### src/rtl/decode_stage_if.sv
// Fetch-to-decode-to-execute bundle for decode_stage: FIFO head/pop, stall/flush and the decode packet.
// The slave modport is the decode stage; the master modport is its fetch/execute surroundings.
interface decode_stage_if #(parameter int XLEN = 32);
  logic [31:0]     inst_in;
  logic [XLEN-1:0] pc_in;
  logic            inst_valid;
  logic            inst_rd;
  logic            stall_in;
  logic            flush;
  logic            dec_valid;
  logic [XLEN-1:0] dec_pc;
  logic [4:0]      dec_rs1;
  logic [4:0]      dec_rs2;
  logic [4:0]      dec_rd;
  logic [XLEN-1:0] dec_imm;
  logic [3:0]      dec_alu_op;
  logic            dec_is_load;
  logic            dec_is_store;
  logic            dec_is_branch;
  logic            dec_is_jal;
  logic            dec_is_jalr;
  logic            dec_is_lui;
  logic            dec_is_auipc;
  logic            dec_use_imm;
  logic            dec_we;
  logic            dec_illegal;

  modport master (
    output inst_in, pc_in, inst_valid, stall_in, flush,
    input  inst_rd, dec_valid, dec_pc, dec_rs1, dec_rs2, dec_rd, dec_imm, dec_alu_op,
           dec_is_load, dec_is_store, dec_is_branch, dec_is_jal, dec_is_jalr,
           dec_is_lui, dec_is_auipc, dec_use_imm, dec_we, dec_illegal
  );

  modport slave (
    input  inst_in, pc_in, inst_valid, stall_in, flush,
    output inst_rd, dec_valid, dec_pc, dec_rs1, dec_rs2, dec_rd, dec_imm, dec_alu_op,
           dec_is_load, dec_is_store, dec_is_branch, dec_is_jal, dec_is_jalr,
           dec_is_lui, dec_is_auipc, dec_use_imm, dec_we, dec_illegal
  );
endinterface

### src/rtl/decode_stage.sv
// RV32I decode stage: pops the fetch FIFO, decodes into a registered packet, inserts load-use bubbles.
// Optional DECODE_ILLEGAL_TRAP_EN flags unlisted opcodes / bad branch funct3 as dec_illegal.
module decode_stage #(
  parameter int XLEN = 32
) (
  input logic         clk,
  input logic         rst,
  decode_stage_if.slave bus
);

  localparam logic [6:0] OP_R      = 7'b0110011;
  localparam logic [6:0] OP_IMM    = 7'b0010011;
  localparam logic [6:0] OP_LOAD   = 7'b0000011;
  localparam logic [6:0] OP_STORE  = 7'b0100011;
  localparam logic [6:0] OP_BRANCH = 7'b1100011;
  localparam logic [6:0] OP_JAL    = 7'b1101111;
  localparam logic [6:0] OP_JALR   = 7'b1100111;
  localparam logic [6:0] OP_LUI    = 7'b0110111;
  localparam logic [6:0] OP_AUIPC  = 7'b0010111;

  typedef struct packed {
    logic [XLEN-1:0] pc;
    logic [4:0]      rs1;
    logic [4:0]      rs2;
    logic [4:0]      rd;
    logic [XLEN-1:0] imm;
    logic [3:0]      alu_op;
    logic            is_load;
    logic            is_store;
    logic            is_branch;
    logic            is_jal;
    logic            is_jalr;
    logic            is_lui;
    logic            is_auipc;
    logic            use_imm;
    logic            we;
    logic            illegal;
  } pkt_t;

  function automatic logic signed [31:0] imm_i(input logic [31:0] i);
    imm_i = {{20{i[31]}}, i[31:20]};
  endfunction

  function automatic logic signed [31:0] imm_s(input logic [31:0] i);
    imm_s = {{20{i[31]}}, i[31:25], i[11:7]};
  endfunction

  function automatic logic signed [31:0] imm_b(input logic [31:0] i);
    imm_b = {{19{i[31]}}, i[31], i[7], i[30:25], i[11:8], 1'b0};
  endfunction

  function automatic logic signed [31:0] imm_u(input logic [31:0] i);
    imm_u = {i[31:12], 12'b0};
  endfunction

  function automatic logic signed [31:0] imm_j(input logic [31:0] i);
    imm_j = {{11{i[31]}}, i[31], i[19:12], i[20], i[30:21], 1'b0};
  endfunction

  pkt_t       dec_p0;
  logic       use_rs1_p0;
  logic       use_rs2_p0;
  logic       hazard;
  pkt_t       pkt_p1;
  logic       vld_p1;
  logic [2:0] funct3;

  assign funct3 = bus.inst_in[14:12];

  // ---- p0: combinational decode of the FIFO head ----
  always_comb begin
    dec_p0        = '0;
    use_rs1_p0    = 1'b0;
    use_rs2_p0    = 1'b0;
    dec_p0.pc     = bus.pc_in;
    dec_p0.rs1    = bus.inst_in[19:15];
    dec_p0.rs2    = bus.inst_in[24:20];
    dec_p0.rd     = bus.inst_in[11:7];
    dec_p0.alu_op = {bus.inst_in[30], funct3};
    case (bus.inst_in[6:0])
      OP_R: begin
        dec_p0.we  = 1'b1;
        use_rs1_p0 = 1'b1;
        use_rs2_p0 = 1'b1;
      end
      OP_IMM: begin
        dec_p0.imm     = imm_i(bus.inst_in);
        dec_p0.use_imm = 1'b1;
        dec_p0.we      = 1'b1;
        use_rs1_p0     = 1'b1;
        // Only SRAI carries a meaningful funct7[5]; elsewhere those bits are immediate.
        if (funct3 != 3'b101) dec_p0.alu_op[3] = 1'b0;
      end
      OP_LOAD: begin
        dec_p0.imm     = imm_i(bus.inst_in);
        dec_p0.is_load = 1'b1;
        dec_p0.use_imm = 1'b1;
        dec_p0.we      = 1'b1;
        use_rs1_p0     = 1'b1;
      end
      OP_STORE: begin
        dec_p0.imm      = imm_s(bus.inst_in);
        dec_p0.is_store = 1'b1;
        dec_p0.use_imm  = 1'b1;
        use_rs1_p0      = 1'b1;
        use_rs2_p0      = 1'b1;
      end
      OP_BRANCH: begin
        dec_p0.imm       = imm_b(bus.inst_in);
        dec_p0.is_branch = 1'b1;
        use_rs1_p0       = 1'b1;
        use_rs2_p0       = 1'b1;
`ifdef DECODE_ILLEGAL_TRAP_EN
        if (funct3 == 3'b010 || funct3 == 3'b011) dec_p0.illegal = 1'b1;
`endif
      end
      OP_JAL: begin
        dec_p0.imm     = imm_j(bus.inst_in);
        dec_p0.is_jal  = 1'b1;
        dec_p0.use_imm = 1'b1;
        dec_p0.we      = 1'b1;
      end
      OP_JALR: begin
        dec_p0.imm     = imm_i(bus.inst_in);
        dec_p0.is_jalr = 1'b1;
        dec_p0.use_imm = 1'b1;
        dec_p0.we      = 1'b1;
        use_rs1_p0     = 1'b1;
      end
      OP_LUI: begin
        dec_p0.imm     = imm_u(bus.inst_in);
        dec_p0.is_lui  = 1'b1;
        dec_p0.use_imm = 1'b1;
        dec_p0.we      = 1'b1;
      end
      OP_AUIPC: begin
        dec_p0.imm       = imm_u(bus.inst_in);
        dec_p0.is_auipc  = 1'b1;
        dec_p0.use_imm   = 1'b1;
        dec_p0.we        = 1'b1;
      end
      default: begin
`ifdef DECODE_ILLEGAL_TRAP_EN
        dec_p0.illegal = 1'b1;
`endif
      end
    endcase
`ifdef DECODE_ILLEGAL_TRAP_EN
    if (dec_p0.illegal) begin
      {dec_p0.is_load, dec_p0.is_store, dec_p0.is_branch, dec_p0.is_jal} = '0;
      {dec_p0.is_jalr, dec_p0.is_lui, dec_p0.is_auipc, dec_p0.use_imm}   = '0;
      dec_p0.we = 1'b0;
    end
`endif
    if (dec_p0.rd == 5'd0) dec_p0.we = 1'b0;
  end

  // Load-use check of the FIFO head against the load currently held in p1.
  always_comb begin
    hazard = vld_p1 && pkt_p1.is_load && (pkt_p1.rd != 5'd0) && bus.inst_valid &&
             ((use_rs1_p0 && (dec_p0.rs1 == pkt_p1.rd)) ||
              (use_rs2_p0 && (dec_p0.rs2 == pkt_p1.rd)));
    bus.inst_rd = !rst && !bus.flush && !bus.stall_in && !hazard && bus.inst_valid;
  end

  // ---- p1: registered packet to execute ----
  always_ff @(posedge clk) begin
    if (rst) begin
      vld_p1 <= 1'b0;
      pkt_p1 <= '0;
    end else if (bus.flush) begin
      vld_p1 <= 1'b0;
    end else if (bus.stall_in) begin
      vld_p1 <= vld_p1;
    end else if (hazard) begin
      vld_p1 <= 1'b0;
    end else if (bus.inst_valid) begin
      vld_p1 <= 1'b1;
      pkt_p1 <= dec_p0;
    end else begin
      vld_p1 <= 1'b0;
    end
  end

  assign bus.dec_valid     = vld_p1;
  assign bus.dec_pc        = pkt_p1.pc;
  assign bus.dec_rs1       = pkt_p1.rs1;
  assign bus.dec_rs2       = pkt_p1.rs2;
  assign bus.dec_rd        = pkt_p1.rd;
  assign bus.dec_imm       = pkt_p1.imm;
  assign bus.dec_alu_op    = pkt_p1.alu_op;
  assign bus.dec_is_load   = pkt_p1.is_load;
  assign bus.dec_is_store  = pkt_p1.is_store;
  assign bus.dec_is_branch = pkt_p1.is_branch;
  assign bus.dec_is_jal    = pkt_p1.is_jal;
  assign bus.dec_is_jalr   = pkt_p1.is_jalr;
  assign bus.dec_is_lui    = pkt_p1.is_lui;
  assign bus.dec_is_auipc  = pkt_p1.is_auipc;
  assign bus.dec_use_imm   = pkt_p1.use_imm;
  assign bus.dec_we        = pkt_p1.we;
  assign bus.dec_illegal   = pkt_p1.illegal;

endmodule
### src/flat_wrapper.sv
// flat-port wrapper written by rule: the top's interface ports become plain ports
module decode_stage_flat 
#(
  parameter int XLEN = 32
)
  (clk, rst, bus_inst_in, bus_pc_in, bus_inst_valid, bus_stall_in, bus_flush, bus_inst_rd, bus_dec_valid, bus_dec_pc, bus_dec_rs1, bus_dec_rs2, bus_dec_rd, bus_dec_imm, bus_dec_alu_op, bus_dec_is_load, bus_dec_is_store, bus_dec_is_branch, bus_dec_is_jal, bus_dec_is_jalr, bus_dec_is_lui, bus_dec_is_auipc, bus_dec_use_imm, bus_dec_we, bus_dec_illegal);
  decode_stage_if #(.XLEN(XLEN)) bus_i ();
  input logic clk;
  input logic rst;
  input wire logic [$bits(bus_i.inst_in)-1:0] bus_inst_in;
  input wire logic [$bits(bus_i.pc_in)-1:0] bus_pc_in;
  input wire logic [$bits(bus_i.inst_valid)-1:0] bus_inst_valid;
  input wire logic [$bits(bus_i.stall_in)-1:0] bus_stall_in;
  input wire logic [$bits(bus_i.flush)-1:0] bus_flush;
  output wire logic [$bits(bus_i.inst_rd)-1:0] bus_inst_rd;
  output wire logic [$bits(bus_i.dec_valid)-1:0] bus_dec_valid;
  output wire logic [$bits(bus_i.dec_pc)-1:0] bus_dec_pc;
  output wire logic [$bits(bus_i.dec_rs1)-1:0] bus_dec_rs1;
  output wire logic [$bits(bus_i.dec_rs2)-1:0] bus_dec_rs2;
  output wire logic [$bits(bus_i.dec_rd)-1:0] bus_dec_rd;
  output wire logic [$bits(bus_i.dec_imm)-1:0] bus_dec_imm;
  output wire logic [$bits(bus_i.dec_alu_op)-1:0] bus_dec_alu_op;
  output wire logic [$bits(bus_i.dec_is_load)-1:0] bus_dec_is_load;
  output wire logic [$bits(bus_i.dec_is_store)-1:0] bus_dec_is_store;
  output wire logic [$bits(bus_i.dec_is_branch)-1:0] bus_dec_is_branch;
  output wire logic [$bits(bus_i.dec_is_jal)-1:0] bus_dec_is_jal;
  output wire logic [$bits(bus_i.dec_is_jalr)-1:0] bus_dec_is_jalr;
  output wire logic [$bits(bus_i.dec_is_lui)-1:0] bus_dec_is_lui;
  output wire logic [$bits(bus_i.dec_is_auipc)-1:0] bus_dec_is_auipc;
  output wire logic [$bits(bus_i.dec_use_imm)-1:0] bus_dec_use_imm;
  output wire logic [$bits(bus_i.dec_we)-1:0] bus_dec_we;
  output wire logic [$bits(bus_i.dec_illegal)-1:0] bus_dec_illegal;
  assign bus_i.inst_in = bus_inst_in;
  assign bus_i.pc_in = bus_pc_in;
  assign bus_i.inst_valid = bus_inst_valid;
  assign bus_i.stall_in = bus_stall_in;
  assign bus_i.flush = bus_flush;
  assign bus_inst_rd = bus_i.inst_rd;
  assign bus_dec_valid = bus_i.dec_valid;
  assign bus_dec_pc = bus_i.dec_pc;
  assign bus_dec_rs1 = bus_i.dec_rs1;
  assign bus_dec_rs2 = bus_i.dec_rs2;
  assign bus_dec_rd = bus_i.dec_rd;
  assign bus_dec_imm = bus_i.dec_imm;
  assign bus_dec_alu_op = bus_i.dec_alu_op;
  assign bus_dec_is_load = bus_i.dec_is_load;
  assign bus_dec_is_store = bus_i.dec_is_store;
  assign bus_dec_is_branch = bus_i.dec_is_branch;
  assign bus_dec_is_jal = bus_i.dec_is_jal;
  assign bus_dec_is_jalr = bus_i.dec_is_jalr;
  assign bus_dec_is_lui = bus_i.dec_is_lui;
  assign bus_dec_is_auipc = bus_i.dec_is_auipc;
  assign bus_dec_use_imm = bus_i.dec_use_imm;
  assign bus_dec_we = bus_i.dec_we;
  assign bus_dec_illegal = bus_i.dec_illegal;
  decode_stage #(.XLEN(XLEN)) u_core (.clk(clk), .rst(rst), .bus(bus_i));
endmodule
### config.mk
export PLATFORM = sky130hd
export DESIGN_NAME = decode_stage_flat
export DESIGN_NICKNAME = d
export VERILOG_FILES = /design/src/rtl/decode_stage_if.sv /design/src/rtl/decode_stage.sv /design/src/flat_wrapper.sv
export SDC_FILE = /design/constraint.sdc
export NUM_CORES = 1
export LEC_CHECK = 0
export ABC_CLOCK_PERIOD_IN_PS = 2400
export BUFFER_PORTS_ARGS = -buffer_cell sky130_fd_sc_hd__buf_2
export CORE_ASPECT_RATIO = 1.1
export CORE_MARGIN = 8
export CORE_UTILIZATION = 45
export CTS_BUF_LIST = sky130_fd_sc_hd__clkbuf_4
export DETAILED_ROUTE_END_ITERATION = 10
export PLACE_DENSITY = 0.75
export SLEW_MARGIN = 5
export SYNTH_ARGS = -nofsm -noshare
export SYNTH_HDL_FRONTEND = slang
export SYNTH_SLANG_ARGS = --single-unit
### constraint.sdc
create_clock -name clk -period 2.4 [get_ports clk]
set_input_delay 0.12 -clock clk [delete_from_list [all_inputs] [get_ports clk]]
set_output_delay 0.12 -clock clk [all_outputs]
set_load 0.01 [all_outputs]
# Yosys cells after proc, flatten, opt, wreduce, memory -nomap -nowiden
# Cells that the tools add are included.
# Widths: inputs -> output; s select.
[word_totals]
ff_bits = 93
input_bits = 69
output_inout_bits = 95
word_cells = 73
[op_classes]
eq_ne = 12
mux = 17
n_bitwise = 3
reduce_logical = 25
[op_table]
columns = ["op", "n"]
rows = [
  ["$pmux 32 s5", 1],
  ["$eq 7x6->1 const B", 3],
  ["$eq 7x7->1 const B", 3],
  ["$mux 1", 16],
  ["$eq 7x5->1 const B", 2],
  ["$reduce_or 7->1", 2],
  ["$eq 5x5->1", 2],
  ["$logic_and 1x1->1", 10],
  ["$eq 7x2->1 const B", 1],
  ["$reduce_or 3->1", 2],
  ["$reduce_or 6->1", 1],
  ["$logic_not 5->1", 1],
  ["$reduce_bool 5->1", 1],
  ["$logic_not 1->1", 4],
  ["$reduce_and 4->1", 1],
  ["$reduce_or 2->1", 2],
  ["$ne 3x3->1 const B", 1],
  ["$not 1->1", 3],
  ["$logic_or 1x1->1", 1],
]

# Longest topological paths before layout
[depth]
ltp_word = 9
mapped_depth = 9
depth_no_buf = 6

# Worst setup path before layout
# OpenSTA, ideal clock, no wires.
[synth_timing]
path_kind = "flip-flop to flip-flop"
startpoint = "register u_core.pkt_p1, in the netlist u_core.bus.dec_rd[4]"
endpoint = "register u_core.pkt_p1, in the netlist u_core.bus.dec_pc[16]"
setup_ps = 132
arrival_ps = 1898
required_time_ps = 2268
path_slack_ps = 370
stages_incl_launch_ff = 9
n_path_buf = 2
synth_period_minus_slack_ps = 2030
cell_sequence = "dfxtp_1 xor2_1 or4_4 nor4_4 o21ai_1 buf_2 buf_1 nand3_1 a21oi_1"
[synth_via]
elab_chain_len = 6
word_cells_on_any_way = 11
classes_between = "2 x eq/ne; 1 x bitwise; 8 x reduce/logical"
[synth_rtl]
columns = ["element", "line_no", "rtl"]
rows = [
  ["start, declared", "decode_stage.sv:64", "pkt_t pkt_p1;"],
  ["start signal, assigned", "decode_stage.sv:179", "pkt_p1 <= dec_p0;"],
  ["$eq 5x5->1 (tied with other cells)", "decode_stage.sv:161", "((use_rs1_p0 && (dec_p0.rs1 == pkt_p1.rd)) ||"],
  ["$logic_and 1x1->1 (on tied branches)", "decode_stage.sv:161, decode_stage.sv:160, decode_stage.sv:162", ""],
  ["$logic_or 1x1->1 / $logic_and 1x1->1 (equally long branches)", "decode_stage.sv:161, decode_stage.sv:160", ""],
  ["$logic_and 1x1->1 *", "decode_stage.sv:160", "hazard = vld_p1 && pkt_p1.is_load && (pkt_p1.rd != 5'd0) && bus.inst_valid &&"],
  ["$not 1->1 (no source line) *", "-", ""],
  ["$reduce_and 4->1 (no source line) *", "-", ""],
]
# Every way passes the cells marked *; elsewhere a longest branch is shown, timed or not.
# A chain may end at the register's enable or synchronous reset.

# Final worst setup path
[layout_timing]
startpoint = "register u_core.pkt_p1, in the netlist u_core.bus.dec_rd[4]"
endpoint = "output bus_inst_rd"
[layout_via]
elab_chain_len = 7
word_cells_on_any_way = 12
classes_between = "2 x eq/ne; 10 x reduce/logical"
[layout_rtl]
columns = ["element", "line_no", "rtl"]
rows = [
  ["$eq 5x5->1 (tied with other cells)", "decode_stage.sv:161", ""],
  ["$logic_and 1x1->1 (on tied branches)", "decode_stage.sv:161, decode_stage.sv:160, decode_stage.sv:162", ""],
  ["$logic_or 1x1->1 / $logic_and 1x1->1 (equally long branches)", "decode_stage.sv:161, decode_stage.sv:160", ""],
  ["$logic_and 1x1->1 *", "decode_stage.sv:160", ""],
  ["$logic_not 1->1 *", "decode_stage.sv:163", "bus.inst_rd = !rst && !bus.flush && !bus.stall_in && !hazard && bus.inst_valid;"],
  ["$logic_and 1x1->1 * (2 in a row)", "decode_stage.sv:163", ""],
  ["end, declared", "flat_wrapper.sv:15", "output wire logic [$bits(bus_i.inst_rd)-1:0] bus_inst_rd;"],
]
# Marks and branches as above.

==> results.txt <==
----------------------------------------------------
[Global routing]
  Number of antenna violations at the first check in global routing ... 1
  Number of global-route vias before repair ... 4,586
  Wire length of the first global-routing pass ... 22,780 um
  Overall routing resource usage ... 0.2299
  GRT Residual Overflow ... 0
  Largest net degree at the start of global routing ... 56

[CTS]
  TritonCTS sink count ... 93
  Worst-case clock buffer depth ... 2
  Clock H-tree levels ... 3
  Clock root buffer ... sky130_fd_sc_hd__clkbuf_4
  Number of clock buffers inserted by TritonCTS ... 9
  CTS tree ... built
  CTS clock-pin slew for the worst setup and hold paths ... 140 ps
  Clk Latency, worst-skew pair ... 450 ps

[Worst setup path]
  CP Capture Type ... output port
  Worst Reg-to-Reg Cells ... 7
  Flop2flop setup slack ... 50 ps
  Type of element launching the critical path ... flop
  Data arrival time of the worst path ... 2270 ps
  Critical path startpoint ... u_core.bus.dec_rd[4]
  Critical-path maximum fanout ... 3
  Endpoint required time on the critical path ... 2280 ps
  End point of the critical path ... bus_inst_rd
  R2r startpoint ... u_core.bus.dec_rd[4]
  Kind of critical path ... reg -> out
  Capture point of the worst reg-to-reg path ... u_core.bus.dec_pc[4]

[STA]
  Clock period minus final worst setup slack ... 2386 ps
  Actual transition at the worst max-transition pin ... 678.8 ps
  Hold Violations, Final ... 0
  Relative slew margins ... 0.5475
  Post-route setup TNS ... 0 ps
  Worst clock skew ... 17.17 ps
  Setup repair after global routing missed its margin ... true
  Crit share post-route ... 0.9940
  Post-route worst hold slack ... 63.57 ps
  Crit path setup slack, layout ... 14.38 ps
  Maximum achievable frequency ... 419.2 MHz
  Total setup violations reported at the end of the flow ... 0
  Final slew viol count ... 0

[Cells and area]
  Core utilization of the finished layout ... 0.6558
  Sequential standard cell area ... 1866 um^2
  Fraction of layout instances using a drive strength above 1 ... 0.3140
  Layout overhead on the synthesized area ... 43.39%
  Number of nets in the layout ... 752
  Area of the multi-input gates ... 1929 um^2
  Final-layout fill cell count ... 739

[Yosys]
  Share of the yosys chip area belonging to registers ... 0.4659
  Most instantiated library cell after synthesis ... sky130_fd_sc_hd__dfxtp_1
  Per-instance average area after synthesis ... 8.361 um^2
  Ys async rst share ... 0
  Share of the synthesized area in the top cell type ... 0.4659
  Yosys warns ... 0
  Cell Area, Synth ... 3996 um^2
  Mapped Nets ... 547
  Synth top cells by count ... sky130_fd_sc_hd__dfxtp_1, sky130_fd_sc_hd__a21oi_1, sky130_fd_sc_hd__o21ai_0, sky130_fd_sc_hd__nand3_1, sky130_fd_sc_hd__clkbuf_1
  Top flip-flop cell by instance count after synthesis ... sky130_fd_sc_hd__dfxtp_1
  Post-synth top area cell ... sky130_fd_sc_hd__dfxtp_1
  Yosys reg bits ... 93
  Number of enable flip-flop cells after synthesis ... 0
  Leading cell types by total area after synthesis ... sky130_fd_sc_hd__dfxtp_1, sky130_fd_sc_hd__a21oi_1, sky130_fd_sc_hd__o21ai_0
  Cells after Synth ... 478
  Distinct cell type count after synthesis ... 48

[Power and ir drop]
  Areal power density over the cells ... 529.3 nW/um^2
  Fraction of power spent switching nets ... 0.2648
  Switching power ... 0.8033 mW
  Internal power contribution ... 2.230 mW
  Share of power burned in the clock network ... 0.320
  Combinational Power Share ... 0.145
  Portion of total power attributed to sequential cells ... 0.535
  Final Total Pwr ... 3.033 mW
  Cell leakage power ... 2.365 nW
  Worst supply voltage drop on vdd ... 0.3524 mV

[Routing]
  Via count ... 4,664
  Initial DRC Count ... 416
  Via density per instance ... 5.772
  Routed length per instance ... 17.95 um
  DRC violation count after routing ... 0
  Post-detailed-routing wire length ... 14,500 um
  First-pass iteration count of the detailed router ... 5
  Number of nets still failing antenna checks after routing ... 0

[Floorplan]
  Initial standard-cell utilization of the core ... 0.4573
  Die area ... 12,160 um^2
  Core Rows ... 36
  Chip Height ... 114.8 um
  Core area ... 8738 um^2
  IO Count ... 164
  Die boundary width ... 105.9 um

[Place]
  DP Worst Slack ... 147.1 ps
  Port bufs ... 162
  Dpl hpwl ... 9766 um
  GPL Wtd Cong ... 0.9243

[Job]
  Maximum Capacitance Violations ... 0

[Run status]
  Status ... complete, no violations

[Min path]
  Hold WC Path Type ... in -> reg

----------------------------------------------------
## final cells by class
cell class | instances | share of cell area
Clock inverter | 7 | 0.01681
Clock buffer | 9 | 0.01179
Antenna cell | 6 | 0.002620
Inverter | 5 | 0.003275
Tap cell | 114 | 0.02489
Multi-Input combinational cell | 331 | 0.3367
Timing Repair Buffer | 243 | 0.2784
Sequential cell | 93 | 0.3255
## routing by layer
layer	GRT usage	vias to the layer above	share of wire
met5	0	-	0
met4	0.1531	0	0.037
met3	0.04316	41	0.074
met2	0.3702	229	0.48
met1	0.2750	2210	0.40
li1	-	2184	-
## critical path, cell delays in order (launching register included)
cell	delay, ps
sky130_fd_sc_hd__dfxtp_4	380
sky130_fd_sc_hd__xor2_1	160
sky130_fd_sc_hd__or4_4	520
sky130_fd_sc_hd__nor4_4	380
sky130_fd_sc_hd__o21ai_4	120
sky130_fd_sc_hd__nand2_4	80
sky130_fd_sc_hd__nor2_2	40
sky130_fd_sc_hd__buf_6	140
## power by group through the flow
stage	clock network [mW]	logic, mW	registers, mW
floorplan	0	0.156	1.68
global placement	0	0.348	1.66
detailed placement	0	0.356	1.66
CTS	0.983	0.432	1.62
global route	1.05	0.477	1.63
finish	0.970	0.441	1.62
## repair_timing
| action | in CTS | in global routing |
|---|---|---|
| endpoints found under the hold margin | 77 | 0 |
| resized for setup | 1 | 10 |
| pin swaps | 0 | 3 |
| buffers inserted | 0 | 4 |
| setup endpoints to repair | 1 | 20 |
| hold buffers | 60 | 0 |
## flip-flops by register name, indices dropped and copies added, names as in the netlist, 4 cells and up
register and cells:
u_core.bus.dec_rd 5, u_core.bus.dec_pc 32, u_core.bus.dec_rs1 5, u_core.bus.dec_imm 32
u_core.bus.dec_rs2 5, u_core.bus.dec_alu_op 4
## worst min-delay path by stage
stage | startpoint | slack (ps) | cells after the start | end
CTS | rst | 20 | 2 | u_core.bus.dec_rs1[1]
detailed placement | bus_pc_in[8] | 380 | 3 | u_core.bus.dec_pc[8]
global route | rst | 50 | 2 | u_core.bus.dec_is_load
global placement | bus_pc_in[8] | 370 | 3 | u_core.bus.dec_pc[8]
finish | rst | 60 | 2 | u_core.bus.dec_rs1[1]
floorplan | bus_inst_in[30] | 260 | 2 | u_core.bus.dec_imm[30]
## layout by cell type (no fill, tap or decap), types with 2 or more instances in the layout
cell type                         n
sky130_fd_sc_hd__a211oi_1        13
sky130_fd_sc_hd__a21oi_1         87
sky130_fd_sc_hd__a221oi_1         8
sky130_fd_sc_hd__a311oi_1         8
sky130_fd_sc_hd__buf_2          161
sky130_fd_sc_hd__buf_4           18
sky130_fd_sc_hd__buf_6            3
sky130_fd_sc_hd__bufinv_16        2
sky130_fd_sc_hd__clkbuf_4         9
sky130_fd_sc_hd__clkinvlp_4       2
sky130_fd_sc_hd__dfxtp_1         92
sky130_fd_sc_hd__diode_2          6
sky130_fd_sc_hd__dlygate4sd3_1   60
sky130_fd_sc_hd__inv_1            5
sky130_fd_sc_hd__inv_6            2
sky130_fd_sc_hd__nand2_1         19
sky130_fd_sc_hd__nand3_1         57
sky130_fd_sc_hd__nand3b_1         2
sky130_fd_sc_hd__nand4_1          8
sky130_fd_sc_hd__nor2_1           5
sky130_fd_sc_hd__nor2_2           2
sky130_fd_sc_hd__nor3_1           2
sky130_fd_sc_hd__nor4_1           2
sky130_fd_sc_hd__o21ai_0         76
sky130_fd_sc_hd__or3_1            2
sky130_fd_sc_hd__or4_1            4
sky130_fd_sc_hd__xnor2_1          5
sky130_fd_sc_hd__xor2_1           5
## metrics by stage
stage / instance area, um^2 / std cells
6_report: 5731 / 808
5_1_grt: 5718 / 803
4_1_cts: 5650 / 798
3_5_place_dp: 4883 / 722
3_3_place_gp: 4883 / 722
2_1_floorplan: 3996 / 478
## logic make-up (layout without fill, tap and decap cells)
| logic type | Yosys count | in the layout | synth area share |
|---|---|---|---|
| other cells | 1 | 7 | 0.0009384 |
| xor+xnor | 10 | 10 | 0.02192 |
| compound gates | 206 | 206 | 0.2934 |
| buf+inv | 54 | 264 | 0.06043 |
| simple gates | 113 | 113 | 0.1547 |
| mux | 1 | 1 | 0.002818 |
| flops | 93 | 93 | 0.4659 |
Note: power is estimated with default switching activity, not from simulation.
